**src/rtl/mme_operand_fetch.sv**
```systemverilog
// mme_operand_fetch
//   AXI read master feeding the MME compute core. For each reduction index
//   k = 0 .. mat_width-1 it reads column k of A (4 words, column-major) and
//   row k of B (4 words, row-major), then presents the pair as one operand
//   vector on a valid/ready handshake.
//
//   state  | meaning
//   -------+-----------------------------------------------------------
//   IDLE   | waiting for start
//   AR_A   | A burst request on AR, held until arready
//   R_A    | collecting 4 A beats into a_vec lanes 0..3
//   AR_B   | B burst request on AR, held until arready
//   R_B    | collecting 4 B beats into b_vec lanes 0..3
//   OUT    | operand pair offered to the core, held until vec_ready
//   FIN    | one-cycle done pulse, then back to IDLE
//
// Ports
//   clk, rst_n                   clock, async active-low reset
//   start, mat_width, a_addr,
//   b_addr                       control/config (sampled on accepted start)
//   busy, done, err              status (err sticky until next start)
//   ar*                          AXI read address channel (4-beat INCR bursts)
//   r*                           AXI read data channel
//   a_vec, b_vec, vec_valid,
//   vec_last, vec_ready          operand vector handshake to the core

module mme_operand_fetch #(
  parameter int ADDR_W = 32,
  parameter int DATA_W = 32,
  parameter int ID_W   = 4
) (
  input  logic                clk,
  input  logic                rst_n,
  input  logic                start,
  input  logic [31:0]         mat_width,
  input  logic [ADDR_W-1:0]   a_addr,
  input  logic [ADDR_W-1:0]   b_addr,
  output logic                busy,
  output logic                done,
  output logic                err,
  output logic [ID_W-1:0]     arid,
  output logic [ADDR_W-1:0]   araddr,
  output logic [7:0]          arlen,
  output logic [2:0]          arsize,
  output logic [1:0]          arburst,
  output logic                arvalid,
  input  logic                arready,
  input  logic [ID_W-1:0]     rid,
  input  logic [DATA_W-1:0]   rdata,
  input  logic [1:0]          rresp,
  input  logic                rlast,
  input  logic                rvalid,
  output logic                rready,
  output logic [4*DATA_W-1:0] a_vec,
  output logic [4*DATA_W-1:0] b_vec,
  output logic                vec_valid,
  output logic                vec_last,
  input  logic                vec_ready
);

  typedef enum logic [2:0] {
    S_IDLE, S_AR_A, S_R_A, S_AR_B, S_R_B, S_OUT, S_FIN
  } state_t;

  state_t            state;
  logic [31:0]       k;
  logic [31:0]       width_q;
  logic [ADDR_W-1:0] a_base;
  logic [ADDR_W-1:0] b_base;
  logic [1:0]        beat;

  logic [ADDR_W-1:0] k_off;
  logic [ADDR_W-1:0] k_off_nxt;
  logic [31:0]       k_nxt;
  logic              beat_err;

  // Each k advances 16 bytes; the sum wraps naturally at ADDR_W bits.
  assign k_nxt     = k + 32'd1;
  assign k_off     = ADDR_W'(k) << 4;
  assign k_off_nxt = ADDR_W'(k_nxt) << 4;

  // rlast is only checked, never trusted: the beat counter ends the burst.
  assign beat_err = (rresp != 2'b00) || (rlast != (beat == 2'd3));

  assign arid    = '0;
  assign arlen   = 8'd3;
  assign arsize  = 3'b010;
  assign arburst = 2'b01;

  logic unused_ok;
  assign unused_ok = ^{rid, a_addr[3:0], b_addr[3:0]};

  always_ff @(posedge clk or negedge rst_n) begin
    if (!rst_n) begin
      state     <= S_IDLE;
      k         <= '0;
      width_q   <= '0;
      a_base    <= '0;
      b_base    <= '0;
      beat      <= '0;
      busy      <= 1'b0;
      done      <= 1'b0;
      err       <= 1'b0;
      araddr    <= '0;
      arvalid   <= 1'b0;
      rready    <= 1'b0;
      a_vec     <= '0;
      b_vec     <= '0;
      vec_valid <= 1'b0;
      vec_last  <= 1'b0;
    end else begin
      done <= 1'b0;
      case (state)
        S_IDLE: begin
          if (start) begin
            width_q <= mat_width;
            a_base  <= {a_addr[ADDR_W-1:4], 4'b0000};
            b_base  <= {b_addr[ADDR_W-1:4], 4'b0000};
            err     <= 1'b0;
            k       <= '0;
            if (mat_width == 32'd0) begin
              done  <= 1'b1;
              busy  <= 1'b0;
              state <= S_FIN;
            end else begin
              busy    <= 1'b1;
              arvalid <= 1'b1;
              araddr  <= {a_addr[ADDR_W-1:4], 4'b0000};
              state   <= S_AR_A;
            end
          end
        end

        S_AR_A: begin
          if (arready) begin
            arvalid <= 1'b0;
            rready  <= 1'b1;
            beat    <= '0;
            state   <= S_R_A;
          end
        end

        S_R_A: begin
          if (rvalid) begin
            a_vec[int'(beat)*DATA_W +: DATA_W] <= rdata;
            if (beat_err) err <= 1'b1;
            beat <= beat + 2'd1;
            if (beat == 2'd3) begin
              rready  <= 1'b0;
              arvalid <= 1'b1;
              araddr  <= b_base + k_off;
              state   <= S_AR_B;
            end
          end
        end

        S_AR_B: begin
          if (arready) begin
            arvalid <= 1'b0;
            rready  <= 1'b1;
            beat    <= '0;
            state   <= S_R_B;
          end
        end

        S_R_B: begin
          if (rvalid) begin
            b_vec[int'(beat)*DATA_W +: DATA_W] <= rdata;
            if (beat_err) err <= 1'b1;
            beat <= beat + 2'd1;
            if (beat == 2'd3) begin
              rready    <= 1'b0;
              vec_valid <= 1'b1;
              vec_last  <= (k == width_q - 32'd1);
              state     <= S_OUT;
            end
          end
        end

        S_OUT: begin
          if (vec_ready) begin
            vec_valid <= 1'b0;
            vec_last  <= 1'b0;
            if (vec_last) begin
              done  <= 1'b1;
              busy  <= 1'b0;
              state <= S_FIN;
            end else begin
              k       <= k_nxt;
              arvalid <= 1'b1;
              araddr  <= a_base + k_off_nxt;
              state   <= S_AR_A;
            end
          end
        end

        S_FIN: begin
          state <= S_IDLE;
        end

        default: begin
          state <= S_IDLE;
        end
      endcase
    end
  end

endmodule

```
**config.mk**
```make
export PLATFORM = sky130hd
export DESIGN_NAME = mme_operand_fetch
export DESIGN_NICKNAME = d
export VERILOG_FILES = /design/src/rtl/mme_operand_fetch.sv
export SDC_FILE = /design/constraint.sdc
export NUM_CORES = 1
export LEC_CHECK = 0
export BUFFER_PORTS_ARGS = -buffer_cell sky130_fd_sc_hd__buf_4
export CAP_MARGIN = 20
export CORE_UTILIZATION = 30
export DETAILED_ROUTE_END_ITERATION = 16
export GPL_TIMING_DRIVEN = 0
export PLACE_DENSITY = 0.5
export RECOVER_POWER = 50
export REMOVE_ABC_BUFFERS = 1
export SYNTH_ARGS = -nofsm -noshare
export SYNTH_HDL_FRONTEND = slang
export SYNTH_SLANG_ARGS = --single-unit
```
**constraint.sdc**
```tcl
create_clock -name clk -period 4.86 [get_ports clk]
set_clock_uncertainty 0.1 [all_clocks]
set_input_delay 0 -clock clk [delete_from_list [all_inputs] [get_ports clk]]
set_output_delay 0 -clock clk [all_outputs]
set_load 0.03 [all_outputs]
```
Word level (Yosys, flattened, before mapping). Cells that the tools add are included.

$add $sub $neg: 6. Mux-type cells: 58. Eq/ne operators: 23. Reductions and logical operators: 24. Shift operators: 2.

Operator list (number): $mux 32 (9); $bwmux 128 (2); $shift 32x33->128 const A (1); $shiftx 32x33->128 (1); $pmux 32 s3 (1); $add 32x32->32 (2); $pmux 32 s2 (1); $neg 7->33 (1); $add 32x1->32 const B (1); $eq 32x32->1 (1); $logic_not 32->1 (1); $sub 32x1->32 const B (1); $mux 3 (10); $mux 1 (24); $ne 2x2->1 const B (11); $reduce_and 4->1 (5); $pmux 3 s6 (1); $reduce_and 8->1 (2); $pmux 1 s2 (6); $reduce_bool 2->1 (5); $ne 2x1->1 const B (4); $reduce_and 7->1 (1); $eq 3x2->1 const B (2); $eq 3x3->1 const B (2); other kinds (14) (18).

Word-level logic and storage cells: 129. Input bits: 141. Register bits: 420. Output and inout bits: 312.

Depth between registers and ports, before layout.
Depth in word-level cells: 6. Depth in mapped cells: 17.

Least setup slack after synthesis. Ideal clock, no wire load.

Path kind: reg2reg. Start: reg k[2]. End: reg araddr[22]. Clock period less this slack: 3713 ps. Arrival time: 3486 ps. Stages on the path, launching flop included: 14. Required time: 4634 ps. Slack: 1147 ps. Cell sequence: dfrtp_1 clkbuf_1 nand4_1 nor3_1 nand2_1 xnor2_1 ha_1 a21o_1 a21o_1 a2111oi_0 nor3_1 or3_1 a32oi_1 a21oi_1.

Cells in the longest elaborated chain, start to end: 5. Elaborated cells on any way between the ends: 8.

Ends and longest elaborated chain: start, declared (line 66) `logic [31:0] k;`; start signal, assigned (line 189) `k <= k_nxt;`; $add 32x1->32 (line 78) `assign k_nxt = k + 32'd1;`; $add 32x32->32 (line 191) `araddr <= a_base + k_off_nxt;`; $mux 32 (line 184) `if (vec_last) begin`; $mux 32 (line 181) `if (vec_ready) begin`; $pmux 32 s3 (*) (line 113) `case (state)`; end signal, assigned (line 128) `araddr <= {a_addr[ADDR_W-1:4], 4'b0000};`; end signal, assigned (line 151) `araddr <= b_base + k_off;`; end signal, assigned (line 191); end, declared (line 42) `output logic [ADDR_W-1:0] araddr,`.

Mark *: on every way between the ends. The rest lies on a longest branch, timed or not. The select of a mux whose other input is x is not followed. A chain may end at the register's enable or synchronous reset.

Worst setup path after layout.
Start: reg k[1]. End: reg araddr[28].

The elaborated chain is that of the path after synthesis.

==> reports/metrics.cfg <==
[status]
status = finished, violations left
failed_checks = max-capacitance violations, max-slew violations

[global_routing]
grt_pass1_vias = 18190
grt_max_degree = 109
overflow = 0
track_usage_pct = 20.96
grt_pass1_wl_um = 113700
antenna_found_initial = 4

[finish]
drive_gt1_share_pct = 13.06
areaGrowthSynthToFinish_pct = 29.67
layout.nets = 2961
fillerInstances = 7140
stdcell_count = 3726

[floorplan]
fp.dieW_um = 266.6
pin_count = 453
start_util_pct = 30.47
die_h_um = 266.6
fp-row-count = 96
core_area_um2 = 68950
dieArea_um2 = 71090

[routing]
drtAntennaViolNets = 0
wl_per_cell_um = 20.48
drtIter0Drc = 1532
vias = 18760
avgViaCountPerCell = 5.034
drc = 0
drt_wl_total_um = 76320
firstDrtPassIters = 6

[setup_path]
crit_type = flop to flop
critPathLaunchType = flop
path_max_fanout = 8
critPathCaptureType = flop
cp_data_required_time_ps = 5240
crit_arrival_ps = 5070

[cts]
cts_resized = 0
cts.sinks = 416
clk_pin_slew_ps = 60
cts_tree = yes
clockRootBuffer = clkbuf_16
clock_path_buffers = 3
insertion_delay_ps = 620
cts_htree_levels = 2
numCtsBuffers = 51

[timing]
fin_crit_ps = 4693
final_hold_viol_count = 0
setup_viol = 0
slew_viol_final = 30
fmaxAchievable_mhz = 213.1
worst_slew_margin_rel_pct = -44.66
rsz0062_at_grt = no
period_share_pct = 96.57
tightest_slew_ps = 2170

[yosys]
yosysSeqAreaShare_pct = 49.55
syn-mean-instance-area_um2 = 9.329
syn_area_um2 = 21010
synthCells = 2252
yosys_warnings = 0
ys_seq_elements = 416
ys.flop_type = dfrtp_1
yosys.cell_types.count = 80
synth_edf_count = 0
async_flop_share_pct = 100.0

[placed_design]
place.gp.congestion = 0.8696
post-dp-hpwl_um = 57010
io_buffers = 419
dp_cells = 3502

[run]
drv_cap = 1

[power_and_ir_drop]
power_uw = 14680
power.density_nw_per_um2 = 539.0
max-vdd-ir-drop_mv = 0.2554
total_leakage_power_uw = 0.01177

[worst_hold_path]
min_path_type = input port to flop

-- power by group --
group	leakage, uW	switching, uW	internal, uW
combinational	0.00542	3730	1990
sequential	0.00550	755	4310
clock	0.000847	1610	2280
-- flip-flops by register name, indices dropped and copies added (netlist names), 2 cells and up --
| name | count |
|---|---|
| a_base | 28 |
| a_vec | 128 |
| araddr | 28 |
| b_base | 28 |
| b_vec | 128 |
| beat | 2 |
| k | 32 |
| state | 3 |
| width_q | 32 |
-- path summary, 6_finish.rpt --
kind	to	slack (ps)	cells after the start	startpoint
max	araddr[28]	170	12	k[1]
min	a_base[5]	70	4	a_addr[5]
max reg2reg	araddr[28]	170	12	k[1]
min reg2reg	b_vec[57]	380	2	b_vec[57]
max in group asynchronous	k[30]	800	5	rst_n
min in group asynchronous	b_vec[6]	1030	3	rst_n
-- Yosys cell counts (22+ instances only) --
cell	instances	share of area, %
mux2_2	88	4.7
ha_1	65	3.9
nor2_1	102	1.8
o21ai_0	338	8.1
nand4_1	22	0.66
inv_1	25	0.45
a21oi_1	74	1.8
clkbuf_1	118	2.1
nand3_1	42	1.0
xnor2_1	69	2.9
nor3_1	24	0.57
xor2_1	38	1.6
dfrtp_1	416	50
nand2_1	509	9.1
-- stage by stage --
| stage | hold slack, ps | worst slack (ps) | area, um^2 | TNS (ps) | util (%) |
|---|---|---|---|---|---|
| 2_1_floorplan | -395.6 | 963.9 | 20440 | 0 | - |
| 3_3_place_gp | 126.7 | -2081 | 24750 | -671600 | 35.90 |
| 3_5_place_dp | 46.77 | 290.7 | 25320 | 0 | 36.73 |
| 4_1_cts | 35.61 | 268.2 | 28360 | 0 | 41.14 |
| 5_1_grt | 53.81 | 26.80 | 27240 | 0 | 39.51 |
| 6_report | 67.45 | 166.7 | 27240 | 0 | 39.51 |
-- layout make-up --
cell class	count	area (um^2)	share of cell area [%]
Timing Repair Buffer	575	3790	13.91
Sequential cell	416	10410	38.21
Tap cell	931	1165	4.276
Clock buffer	72	1465	5.378
Antenna cell	1	2.502	0.009186
Clock inverter	22	267.8	0.9829
Inverter	25	93.84	0.3445
Multi-Input combinational cell	1684	10050	36.89
-- repair_timing --
item / 4_1_cts / 5_1_grt
setup buffers: 0 / 0
hold buffers: 129 / 0
hold endpoints to repair: 515 / 0
-- placed cells by master (no fill, tap or decap), types with 8 or more instances in the layout --
cell type	count
nand2_1	505
dfrtp_1	416
o21ai_0	337
clkbuf_1	302
dlygate4sd3_1	128
buf_4	128
nor2_1	99
mux2_2	88
a21oi_1	74
xnor2_1	69
ha_1	65
clkbuf_16	51
nand3_1	38
xor2_1	38
inv_1	25
nor3_1	23
nand4_1	22
a31oi_1	21
conb_1	21
nor4_1	20
a21o_1	19
and3_1	18
a22o_1	15
a221oi_1	13
clkinv_2	13
o31ai_1	12
nor2b_1	11
clkbuf_8	11
nand2b_1	10
mux2i_1	10
buf_6	9
or2_2	8
or3_1	8
-- metal layers --
| layer | vias to the layer above | share of wire (%) | wire length, um | track usage [%] |
|---|---|---|---|---|
| li1 | 8872 | - | - | - |
| met1 | 9162 | 44 | 33350 | 26.96 |
| met2 | 610 | 48 | 36460 | 35.63 |
| met3 | 105 | 5.8 | 4395 | 3.856 |
| met4 | 6 | 2.7 | 2072 | 6.198 |
| met5 | - | 0.047 | 36 | 0 |
-- cell families after synthesis --
family	count (synthesis)	synth area share [%]
and+or+nand+nor	813	17.08
AOI/OAI and AO/OA	578	16.12
DFF	416	49.55
buffers and inverters	171	3.502
xor gates and xnor gates	107	4.461
muxes	98	5.193
adders and majority gates	67	4.062
other	2	0.03575
-- worst max-delay path, cell delays in order (launching register included) --
cell and delay [ps]:
dfrtp_1 550, ha_1 450, nand2_1 180, nor2_1 240, and3_1 240, xor2_1 320, ha_1 350, a21o_1 200
a2111oi_1 990, o31ai_1 270, a21oi_1 350, mux2i_1 230, a31oi_1 90
Note: power is estimated with default switching activity, not from simulation.
